File: config.mk
export PLATFORM = sky130hd
export DESIGN_NAME = sysarr_load_sequencer
export DESIGN_NICKNAME = d
export VERILOG_FILES = /design/src/rtl/sysarr_pkg.sv /design/src/rtl/sysarr_row_counter.sv /design/src/rtl/sysarr_load_sequencer.sv
export SDC_FILE = /design/constraint.sdc
export NUM_CORES = 1
export LEC_CHECK = 0
export CORE_MARGIN = 4
export CORE_UTILIZATION = 40
export DETAILED_ROUTE_END_ITERATION = 10
export PLACE_DENSITY = 0.85
export SLEW_MARGIN = 0
export SYNTH_ARGS = -nofsm -noshare
export SYNTH_HDL_FRONTEND = slang
export SYNTH_HIERARCHICAL = 1
export SYNTH_SLANG_ARGS = --single-unit
File: constraint.sdc
create_clock -name clk -period 4.9 [get_ports clk]
set_input_delay 0.735 -clock clk [delete_from_list [all_inputs] [get_ports clk]]
set_output_delay 0.735 -clock clk [all_outputs]
set_load 0.01 [all_outputs]
File: src/rtl/sysarr_pkg.sv
// sysarr_pkg
// Definitions shared by the systolic-array load path:
//   - seq_state_t : load sequencer states (IDLE, LOAD_W, LOAD_IP, DONE)
//   - N, ROW_W    : array dimension and row-index width, shared with
//                   sysarr_control_unit
//   - TILE_W      : width of the tile counter
//   - SRC_WEIGHT / SRC_INPUT : scratchpad buffer select encodings
package sysarr_pkg;

  localparam int N      = 4;
  localparam int ROW_W  = $clog2(N);
  localparam int TILE_W = 8;

  localparam logic SRC_WEIGHT = 1'b0;
  localparam logic SRC_INPUT  = 1'b1;

  typedef enum logic [1:0] {
    IDLE    = 2'd0,
    LOAD_W  = 2'd1,
    LOAD_IP = 2'd2,
    DONE    = 2'd3
  } seq_state_t;

endpackage

File: src/rtl/sysarr_row_counter.sv
// sysarr_row_counter
// Modulo-N row index counter.
// Ports:
//   clk, rst : clock, synchronous active-high reset
//   inc      : advance by one row (wraps from N-1 to 0)
//   clr      : force the counter to 0; wins over inc
//   count    : current row index
//   wrap     : high in the cycle where inc is applied to row N-1
module sysarr_row_counter #(
  parameter int N     = sysarr_pkg::N,
  parameter int ROW_W = $clog2(N)
) (
  input  logic             clk,
  input  logic             rst,
  input  logic             inc,
  input  logic             clr,
  output logic [ROW_W-1:0] count,
  output logic             wrap
);

  localparam logic [ROW_W-1:0] LAST_ROW = ROW_W'(N - 1);

  logic [ROW_W-1:0] count_r;

  assign count = count_r;
  assign wrap  = inc && (count_r == LAST_ROW);

  // Row index register: clear has priority, explicit wrap keeps non-power-of-two N correct
  always_ff @(posedge clk) begin
    if (rst) begin
      count_r <= '0;
    end else if (clr) begin
      count_r <= '0;
    end else if (inc) begin
      if (count_r == LAST_ROW) begin
        count_r <= '0;
      end else begin
        count_r <= count_r + ROW_W'(1);
      end
    end else begin
      count_r <= count_r;
    end
  end

endmodule

File: src/rtl/sysarr_load_sequencer.sv
// sysarr_load_sequencer
// Initiator side of the systolic-array load interface. Walks an optional
// weight tile and then num_tiles input/partial tiles row by row from the
// scratchpad into sysarr_control_unit. Writes to the control unit coincide
// with src_ready (zero-latency handshake, no output register stage).
// Ports:
//   clk, rst        : clock, synchronous active-high reset
//   start           : begin a job (sampled only in IDLE)
//   load_weights    : with start, load a weight tile first
//   num_tiles       : with start, number of input/partial tiles
//   abort           : terminate a job in progress (no done pulse)
//   src_valid/ready : scratchpad row handshake
//   src_sel         : 0 = weight buffer, 1 = input/partial buffer
//   fifo_has_space  : control unit back-pressure for input/partial rows
//   weight_en, input_en, partial_en, row_en : control unit write strobes and row
//   busy, done      : job in progress / one-cycle completion pulse
//   tiles_left      : remaining input/partial tiles
module sysarr_load_sequencer #(
  parameter int N      = sysarr_pkg::N,
  parameter int ROW_W  = $clog2(N),
  parameter int TILE_W = sysarr_pkg::TILE_W
) (
  input  logic              clk,
  input  logic              rst,
  input  logic              start,
  input  logic              load_weights,
  input  logic [TILE_W-1:0] num_tiles,
  input  logic              abort,
  input  logic              src_valid,
  output logic              src_ready,
  output logic              src_sel,
  input  logic              fifo_has_space,
  output logic              weight_en,
  output logic              input_en,
  output logic              partial_en,
  output logic [ROW_W-1:0]  row_en,
  output logic              busy,
  output logic              done,
  output logic [TILE_W-1:0] tiles_left
);

  import sysarr_pkg::*;

  seq_state_t        state_r;
  seq_state_t        next_state_s;
  logic [TILE_W-1:0] tiles_left_r;
  logic [ROW_W-1:0]  row_cnt_s;
  logic              row_wrap_s;
  logic              row_inc_s;
  logic              row_clr_s;
  logic              tiles_load_s;
  logic              tiles_dec_s;
  logic              tiles_clr_s;

  assign tiles_left = tiles_left_r;

  sysarr_row_counter #(
    .N     (N),
    .ROW_W (ROW_W)
  ) u_row_counter (
    .clk   (clk),
    .rst   (rst),
    .inc   (row_inc_s),
    .clr   (row_clr_s),
    .count (row_cnt_s),
    .wrap  (row_wrap_s)
  );

  // Next-state, handshake and control-unit strobes
  always_comb begin
    next_state_s = state_r;
    src_ready    = 1'b0;
    src_sel      = SRC_WEIGHT;
    weight_en    = 1'b0;
    input_en     = 1'b0;
    partial_en   = 1'b0;
    row_en       = '0;
    busy         = 1'b0;
    done         = 1'b0;
    row_inc_s    = 1'b0;
    row_clr_s    = 1'b0;
    tiles_load_s = 1'b0;
    tiles_dec_s  = 1'b0;
    tiles_clr_s  = 1'b0;

    case (state_r)
      IDLE: begin
        if (start) begin
          tiles_load_s = 1'b1;
          row_clr_s    = 1'b1;
          if (load_weights) begin
            next_state_s = LOAD_W;
          end else if (num_tiles != '0) begin
            next_state_s = LOAD_IP;
          end else begin
            next_state_s = DONE;
          end
        end else begin
          next_state_s = IDLE;
        end
      end

      LOAD_W: begin
        busy    = 1'b1;
        src_sel = SRC_WEIGHT;
        row_en  = row_cnt_s;
        // Weights bypass the control unit FIFOs, so back-pressure is ignored.
        if (src_valid) begin
          src_ready = 1'b1;
          weight_en = 1'b1;
          row_inc_s = 1'b1;
        end else begin
          row_inc_s = 1'b0;
        end
        // An accept in the abort cycle still completes; only the job is dropped.
        if (abort) begin
          next_state_s = IDLE;
          row_clr_s    = 1'b1;
          tiles_clr_s  = 1'b1;
        end else if (row_wrap_s) begin
          if (tiles_left_r != '0) begin
            next_state_s = LOAD_IP;
          end else begin
            next_state_s = DONE;
          end
        end else begin
          next_state_s = LOAD_W;
        end
      end

      LOAD_IP: begin
        busy    = 1'b1;
        src_sel = SRC_INPUT;
        row_en  = row_cnt_s;
        if (src_valid && fifo_has_space) begin
          src_ready  = 1'b1;
          input_en   = 1'b1;
          partial_en = 1'b1;
          row_inc_s  = 1'b1;
        end else begin
          row_inc_s  = 1'b0;
        end
        if (abort) begin
          next_state_s = IDLE;
          row_clr_s    = 1'b1;
          tiles_clr_s  = 1'b1;
        end else if (row_wrap_s) begin
          tiles_dec_s = 1'b1;
          // Finishing when the count is about to reach zero; weights stay loaded otherwise.
          if (tiles_left_r <= TILE_W'(1)) begin
            next_state_s = DONE;
          end else begin
            next_state_s = LOAD_IP;
          end
        end else begin
          next_state_s = LOAD_IP;
        end
      end

      DONE: begin
        done         = 1'b1;
        next_state_s = IDLE;
      end

      default: begin
        next_state_s = IDLE;
      end
    endcase
  end

  // State register
  always_ff @(posedge clk) begin
    if (rst) begin
      state_r <= IDLE;
    end else begin
      state_r <= next_state_s;
    end
  end

  // Remaining-tile counter; decrement saturates at zero
  always_ff @(posedge clk) begin
    if (rst) begin
      tiles_left_r <= '0;
    end else if (tiles_clr_s) begin
      tiles_left_r <= '0;
    end else if (tiles_load_s) begin
      tiles_left_r <= num_tiles;
    end else if (tiles_dec_s && (tiles_left_r != '0)) begin
      tiles_left_r <= tiles_left_r - TILE_W'(1);
    end else begin
      tiles_left_r <= tiles_left_r;
    end
  end

endmodule

==> results.ini, run 1 <==
[outcome]
outcome = completed

[worst_setup_path]
crit_fanout = 5
cp_slowest_cell = clkdlybuf4s50_1
crit_arrival_ps = 2180
cp_cell_sequence = clkdlybuf4s50_1 -> and3_1 -> o21a_1 -> clkdlybuf4s50_1
crit_top_cell = clkdlybuf4s50_1
cp.required_ps = 4160
cp_slowest_stage_delay_ps = 560
cp-start-kind = input port
path_class = input port to primary output
cp-end-kind = primary output

[clock_tree]
tritoncts = yes
post_cts_resized = 0
cts_sinks = 12
clk_pin_slew_ps = 70
cts_buffers = 3
cts.path.max_buffers = 2
hold_buffers = 0
clk_latency_ps = 290
h-tree-depth = 1
postCtsSetupBuffers = 0
cts_root_buf = clkbuf_4

[floorplan]
die_w_um = 54.4
coreArea_mm2 = 0.00200
die_height_um = 54.4
initial_utilization_pct = 43.1
ios = 32
rows = 16
dieArea_mm2 = 0.00296

[routing]
wl_um = 2350
wl_per_cell_um = 14.7
ant_nets = 0
drc = 0
vias = 912
firstDrtPassIters = 4
drt_iter0_drc = 12
viasPerCell = 5.70

[timing]
period_share_pct = 59.5
finalClockSkew_ps = 15.8
hold_viol = 0
period_minus_slack_ps = 2920
hold_slack_ps = 547
setup_ws_ps = 1980
clock.fmax_mhz = 343
rsz0062_at_grt = no
finalMaxSlewViolations = 0
fin_setup_tns_ps = 0
tightest_slew_ps = 635
setup_viol = 0
relSlewSlack_pct = 57.7

[logic_synthesis]
yosysTopAreaCell = dfxtp_1
ys_seq_area_share_pct = 27.9
synth.top_cell.area_share_pct = 27.9
syn_inst = 100
synth_cell_types = 35
synthTopCellsByArea = dfxtp_1, ha_1, a21oi_1, o21ai_0, mux2i_1
syn_nets = 124
avgSynthCellArea_um2 = 8.62
synth-seq-cells = 12
synth_warnings = 6
synth_area_um2 = 862

[cells_and_area]
layout-drive-gt1-share_pct = 5.26
antennaDiodeCount = 0
post-route-cell-area_mm2 = 0.00123
final_cells = 160
syn_to_final_growth_pct = 42.8
utilization_pct = 61.5
final_nets = 158

[place]
dp_hpwl_um = 1780
placed_area_mm2 = 0.00119
dp.cells = 156
io_buffer_count = 31
gp_congestion = 0.832
dp_slack_ps = 1980

[global_routing]
antenna_found_initial = 0
grtUsageTotal_pct = 18.2
grt_max_degree = 18
grt-ovfl-total = 0
grt_pass1_vias = 895
grt_pass1_wl_um = 3870

[job]
drv_cap = 0

[power_and_ir_drop]
irDropWorstVdd_mv = 0.147
total_power_mw = 0.278
power_density_mw_per_mm2 = 226
p_leak_nw = 0.434

[hold_path]
min_path_type = flip-flop to flip-flop

[critical path, delay by kind of cell]
| kind | cells | cell delay (ps) |
|---|---|---|
| AND/OR/NAND/NOR | 1 | 210 |
| buffers and inverters | 2 | 1040 |
| AO/OA/AOI/OAI | 1 | 210 |
[path summary, 6_finish.rpt]
path	depth (start not counted)	start	slack [ps]	end
hold / removal	2	u_row_counter/count[0]	550	u_row_counter/count[0]
hold reg to reg	2	u_row_counter/count[0]	550	u_row_counter/count[0]
setup reg to reg	9	state_r[0]	2430	tiles_left[5]
setup / recovery	4	src_valid	1980	src_ready
[synth_stat cells]
cell	count
dfxtp_1	12
a21oi_1	11
ha_1	9
o21ai_0	7
nor3_1	6
nand2_1	5
and2_1	4
inv_1	4
nor2_1	4
mux2i_1	3
nor4_1	3
xnor2_1	3
a221oi_1	2
a31oi_1	2
and4_1	2
nand3_1	2
nand4_1	2
nand4b_1	2
a211oi_1	1
a211oi_2	1
and3_1	1
buf_4	1
clkbuf_1	1
nand2b_1	1
nand3b_1	1
nor3b_1	1
nor4b_1	1
nor4b_4	1
nor4bb_1	1
o211ai_1	1
o21a_1	1
o32a_1	1
or2_0	1
or3b_1	1
or4_4	1
[kinds of logic (layout without fill, tap and decap cells)]
kind of cell | after synthesis | after routing | share of synthesized area [%]
buffers and inverters | 6 | 39 | 3.05
adder cells (fa/ha/maj) | 9 | 9 | 13.1
AO/OA/AOI/OAI | 27 | 27 | 19.2
multiplexers | 3 | 3 | 3.48
flip-flops | 12 | 12 | 27.9
XOR/XNOR | 3 | 3 | 3.05
AND/OR/NAND/NOR | 40 | 40 | 30.3
[cell usage in the layout (no fill, tap or decap), drive strengths merged, types with 4 or more instances in the layout]
master and instances:
clkdlybuf4s50 31, clkbuf 4, nor2 4, and2 4, nor3 6, a21oi 11
nand2 5, o21ai 7, inv 4, dfxtp 12, ha 9
[cell type report]
type | instances | area [um2]
Inverter | 4 | 15.0
Tap cell | 27 | 33.8
Fill cell | 168 | 771
Multi-Input combinational cell | 82 | 596
Clock buffer | 4 | 36.3
Timing Repair Buffer | 31 | 310
Sequential cell | 12 | 240
[state kept, by name, indices dropped and copies added, names as in the netlist]
| register | cells |
|---|---|
| u_row_counter/count | 2 |
| state_r | 2 |
| tiles_left | 8 |
[routing by layer]
layer,track usage [%],routed length [um]
met2,31.3,1070
met1,21.2,1070
met5,0,0
met4,9.54,58
met3,3.27,140
[where the power goes]
group	internal (mW)	switching [mW]
registers	0.104	0.0103
clock network	0.0453	0.0381
logic	0.0420	0.0379
total	0.192	0.0863
No activity file was read; power rests on OpenSTA's default activity.
==> inputs of run 2 (changes only) <==
==> constraint.sdc (replaced) <==
create_clock -name clk -period 2.75 [get_ports clk]
set_input_delay 0.4125 -clock clk [delete_from_list [all_inputs] [get_ports clk]]
set_output_delay 0.4125 -clock clk [all_outputs]
set_load 0.01 [all_outputs]
==> results.ini, run 2 (synthesis results as in run 1) <==
[floorplan]
dieArea_mm2 = 0.00296  ; unchanged
ios = 32  ; unchanged
initial_utilization_pct = 43.1  ; unchanged
die_height_um = 54.4  ; unchanged
die_w_um = 54.4  ; unchanged
coreArea_mm2 = 0.00200  ; unchanged
rows = 16  ; unchanged

[power_and_ir_drop]
irDropWorstVdd_mv = 0.236  ; was 0.147 mV
p_clk_share_pct = 24.4  ; was 30.0%
seqPwrFrac_pct = 44.2  ; was 41.2%
p_sw_mw = 0.149  ; was 0.0863 mW
cell_internal_pwr_mw = 0.311  ; was 0.192 mW
p_sw_share_pct = 32.3  ; was 31.1%
p_leak_nw = 0.427  ; was 0.434 nW
power_density_mw_per_mm2 = 378  ; was 226 mW/mm2
p_comb_share_pct = 31.3  ; was 28.8%

[cells_and_area]
final_nets = 158  ; unchanged
final_common_cell = clkdlybuf4s50_1  ; unchanged
layout_common_cells = clkdlybuf4s50_1, dfxtp_1, a21oi_1  ; unchanged
largest_reg_flops = 8  ; unchanged
syn_to_final_growth_pct = 41.2  ; was 42.8%
final_cells = 159  ; was 160
antennaDiodeCount = 0  ; unchanged
layout-drive-gt1-share_pct = 4.55  ; was 5.26%
nFillCells = 182  ; was 168

[global_routing]
grt_max_degree = 18  ; unchanged
grtUsageTotal_pct = 17.5  ; was 18.2%
grt_pass1_vias = 854  ; was 895
grt-ovfl-total = 0  ; unchanged
grt_pass1_wl_um = 3780  ; was 3870 um
antenna_found_initial = 0  ; unchanged

[routing]
route.met3.wl_um = 199  ; was 140 um
wirelength_met1_um = 980  ; was 1070 um
drc = 0  ; unchanged
vias = 929  ; was 912
ant_nets = 0  ; unchanged
wl_per_cell_um = 14.6  ; was 14.7 um
firstDrtPassIters = 4  ; unchanged
dr.max_layer_used = met4  ; unchanged
viasPerCell = 5.84  ; was 5.70
dr_wl_met2_um = 1100  ; was 1070 um
drt_iter0_drc = 28  ; was 12
wl_um = 2330  ; was 2350 um

[timing]
tightest_slew_ps = 678  ; was 635 ps
clock.fmax_mhz = 407
setup_viol = 0  ; unchanged
finalMaxSlewViolations = 0  ; unchanged
finalClockSkew_ps = 4.14  ; was 15.8 ps
hold_viol = 0  ; unchanged
relSlewSlack_pct = 54.8  ; was 57.7%
rsz0062_at_grt = no  ; unchanged
fin_setup_tns_ps = 0  ; unchanged
period_share_pct = 89.3
period_minus_slack_ps = 2460

[worst_setup_path]
path_class = flip-flop to flip-flop  ; was input port to primary output
cp-start-kind = flip-flop  ; was input port
cp-end-kind = flip-flop  ; was primary output
crit_fanout = 6  ; was 5
cp.required_ps = 2960  ; was 4160 ps
crit_arrival_ps = 2660  ; was 2180 ps

[clock_tree]
cts_sinks = 12  ; unchanged
cts_buffers = 3  ; unchanged
clk_pin_slew_ps = 80  ; was 70 ps
tritoncts = yes  ; unchanged
hold_buffers = 0  ; unchanged
cts_root_buf = clkbuf_4  ; unchanged
cts.path.max_buffers = 2  ; unchanged
clk_latency_ps = 280  ; was 290 ps
postCtsSetupBuffers = 0  ; unchanged
h-tree-depth = 1  ; unchanged
post_cts_resized = 0  ; unchanged

[place]
io_buffer_count = 31  ; unchanged
dp_hpwl_um = 1820  ; was 1780 um
dp.cells = 156  ; unchanged
gp_congestion = 0.850  ; was 0.832

[job]
drv_cap = 0  ; unchanged

[hold_path]
min_path_type = flip-flop to flip-flop  ; unchanged

[outcome]
outcome = completed  ; unchanged

-- run 2: layer usage --
layer,GRT usage (%),vias up
met4,6.64,0
met2,30.9,40
met1,20.3,432
li1,-,450
met3,4.09,7
met5,0,-
-- run 2: power by group through the flow --
stage	logic [mW]	clock network, mW	registers, mW
after floorplan	0.0708	0	0.208
after global placement	0.139	0	0.206
after detailed placement	0.142	0	0.207
after CTS	0.144	0.112	0.203
after global routing	0.157	0.121	0.206
final	0.144	0.112	0.203
-- run 2: final cells by class --
class | count | area [um2] | area share (%)
clock buffer | 3 | 22.5 | 1.85
timing repair buffer | 31 | 310 | 25.5
sequential | 12 | 240 | 19.7
multi-input combinational | 82 | 596 | 48.9
tap | 27 | 33.8 | 2.77
inverter | 4 | 15.0 | 1.23
-- run 2: stage by stage --
step | worst slack, ps | power [mW] | utilization [%] | hold WS (ps) | area (um2)
2_1_floorplan | 429 | 0.279 | - | 477 | 862
3_3_place_gp | 304 | 0.345 | 59.7 | 514 | 1190
3_5_place_dp | 226 | 0.349 | 59.7 | 532 | 1190
4_1_cts | 311 | 0.458 | 60.8 | 542 | 1220
5_1_grt | 118 | 0.483 | 60.8 | 579 | 1220
6_report | 294 | 0.460 | 60.8 | 536 | 1220
-- run 2: final timing paths --
kind,end,depth (start not counted),slack (ps),from
hold reg to reg,u_row_counter/count[0],2,540,u_row_counter/count[0]
setup reg to reg,tiles_left[3],9,290,state_r[0]
setup / recovery,tiles_left[3],9,290,state_r[0]
hold / removal,u_row_counter/count[0],2,540,u_row_counter/count[0]
-- run 2: critical path: stages, from the launching register on --
cell	delay [ps]
dfxtp_1	340
inv_1	110
ha_1	270
and3_1	230
o21a_1	200
and2_1	230
nand3b_1	210
a21oi_1	420
a221oi_1	170
nor3_1	200
==> inputs of run 3 (changes only) <==
--- a/config.mk
+++ b/config.mk
@@ -8,7 +8,7 @@
 export CORE_MARGIN = 4
 export CORE_UTILIZATION = 40
 export DETAILED_ROUTE_END_ITERATION = 10
-export PLACE_DENSITY = 0.85
+export PLACE_DENSITY = 0.73
 export SLEW_MARGIN = 0
 export SYNTH_ARGS = -nofsm -noshare
 export SYNTH_HDL_FRONTEND = slang
==> results.ini, run 3 (synthesis results as in run 1) <==
[floorplan]
ios = 32  ; unchanged
initial_utilization_pct = 43.1  ; unchanged
dieArea_mm2 = 0.00296  ; unchanged
die_w_um = 54.4  ; unchanged
die_height_um = 54.4  ; unchanged
coreArea_mm2 = 0.00200  ; unchanged
rows = 16  ; unchanged

[global_routing]
grt-ovfl-total = 0  ; unchanged
grtUsageTotal_pct = 17.3  ; was 17.5%
grt_max_degree = 18  ; unchanged
antenna_found_initial = 0  ; unchanged
grt_pass1_vias = 867  ; was 854
grt_pass1_wl_um = 3650  ; was 3780 um

[power_and_ir_drop]
p_clk_share_pct = 24.2  ; was 24.4%
cell_internal_pwr_mw = 0.311  ; about the same
irDropWorstVdd_mv = 0.228  ; was 0.236 mV
p_leak_nw = 0.427  ; unchanged
p_sw_share_pct = 31.6  ; was 32.3%
p_sw_mw = 0.144  ; was 0.149 mW
seqPwrFrac_pct = 44.7  ; was 44.2%
power_density_mw_per_mm2 = 374  ; was 378 mW/mm2
p_comb_share_pct = 31.1  ; was 31.3%

[timing]
fin_setup_tns_ps = 0  ; unchanged
period_minus_slack_ps = 2400  ; was 2460 ps
setup_viol = 0  ; unchanged
hold_viol = 0  ; unchanged
rsz0062_at_grt = no  ; unchanged
clock.fmax_mhz = 417  ; was 407 MHz
period_share_pct = 87.2  ; was 89.3%
tightest_slew_ps = 669  ; was 678 ps
finalClockSkew_ps = 9.60  ; was 4.14 ps
finalMaxSlewViolations = 0  ; unchanged
relSlewSlack_pct = 55.4  ; was 54.8%

[routing]
drt_iter0_drc = 13  ; was 28
wl_um = 2270  ; was 2330 um
firstDrtPassIters = 4  ; unchanged
ant_nets = 0  ; unchanged
drc = 0  ; unchanged
wl_per_cell_um = 14.3  ; was 14.6 um
vias = 926  ; was 929
viasPerCell = 5.82  ; was 5.84

[clock_tree]
hold_buffers = 0  ; unchanged
cts.path.max_buffers = 2  ; unchanged
postCtsSetupBuffers = 0  ; unchanged
h-tree-depth = 1  ; unchanged
tritoncts = yes  ; unchanged
cts_buffers = 3  ; unchanged
cts_root_buf = clkbuf_4  ; unchanged
post_cts_resized = 0  ; unchanged
clk_pin_slew_ps = 70  ; was 80 ps
cts_sinks = 12  ; unchanged
clk_latency_ps = 280  ; about the same

[cells_and_area]
syn_to_final_growth_pct = 41.2  ; unchanged
largest_reg_flops = 8  ; unchanged
final_common_cell = clkdlybuf4s50_1  ; unchanged
final_nets = 158  ; unchanged
layout-drive-gt1-share_pct = 4.55  ; unchanged
utilization_pct = 60.8  ; unchanged
layout_common_cells = clkdlybuf4s50_1, dfxtp_1, a21oi_1  ; unchanged
post-route-cell-area_mm2 = 0.00122  ; unchanged
antennaDiodeCount = 0  ; unchanged

[worst_setup_path]
cp-end-kind = primary output  ; was flip-flop
critPathBufInv = 2  ; was 1
crit_arrival_ps = 1980  ; was 2660 ps
cp-start-kind = flip-flop  ; unchanged
crit_fanout = 6  ; unchanged
path_class = flip-flop to primary output  ; was flip-flop to flip-flop
cp_slowest_stage_delay_ps = 560  ; was 420 ps
cp.required_ps = 2340  ; was 2960 ps
cpLargestDelayFamily = buffers and inverters  ; was simple AND/OR/NAND/NOR gates
cp_slowest_cell = clkdlybuf4s50_1  ; was a21oi_1
cp_cell_sequence = inv_1 -> ha_1 -> and3_1 -> o21a_1 -> clkdlybuf4s50_1  ; was inv_1 -> ha_1 -> and3_1 -> o21a_1 -> and2_1 -> nand3b_1 -> a21oi_1 -> a221oi_1 -> nor3_1

[place]
io_buffer_count = 31  ; unchanged
dp_hpwl_um = 1820  ; about the same
gp_congestion = 0.826  ; was 0.850
placed_area_mm2 = 0.00119  ; unchanged

[job]
drv_cap = 0  ; unchanged

[hold_path]
min_path_type = flip-flop to flip-flop  ; unchanged

[outcome]
outcome = completed  ; unchanged

==> run 3: cell counts in the layout (fill, tap and decap cells not counted) <==
No cell type changed its count.
==> run 3: power groups by stage <==
stage	sequential, mW	combinational, mW	clock, mW
3_5_place_dp	0.207	0.141	0
2_1_floorplan	0.208	0.0708	0
5_1_grt	0.207	0.155	0.118
3_3_place_gp	0.207	0.140	0
6_report	0.203	0.142	0.110
4_1_cts	0.203	0.142	0.112
==> run 3: path summary, 6_finish.rpt <==
kind	slack, ps	end	start	cells after the start
max reg2reg	370	tiles_left[5]	state_r[0]	9
max	350	src_ready	state_r[0]	5
min	520	u_row_counter/count[0]	u_row_counter/count[0]	2
min reg2reg	520	u_row_counter/count[0]	u_row_counter/count[0]	2
==> run 3: through the flow <==
step / total power, mW / hold slack, ps / setup slack [ps] / std cells
after CTS: 0.458 / 527 / 337 / 159
after detailed placement: 0.348 / 517 / 223 / 156
after floorplan: 0.279 / 477 / 429 / 100
after global routing: 0.480 / 555 / 171 / 159
final: 0.455 / 522 / 353 / 159
after global placement: 0.347 / 517 / 285 / 156
==> run 3: area by class of cell <==
class | count | area [um2]
tap | 27 | 33.8
multi-input combinational | 82 | 596
fill | 200 | 785
inverter | 4 | 15.0
timing repair buffer | 31 | 310
sequential | 12 | 240
clock buffer | 3 | 22.5
==> run 3: metal layers <==
metal	vias to the layer above	share of wire, %	global-route usage (%)
met2	36	46	27.3
met1	437	45	22.1
met3	5	6.8	3.81
met4	0	1.6	8.71
met5	-	0	0
li1	448	-	-
==> run 3: tightest hold or removal path, cell delays in order (launching register included) <==
cell and delay [ps]:
dfxtp_1 330, nand2b_1 80, a211oi_2 60
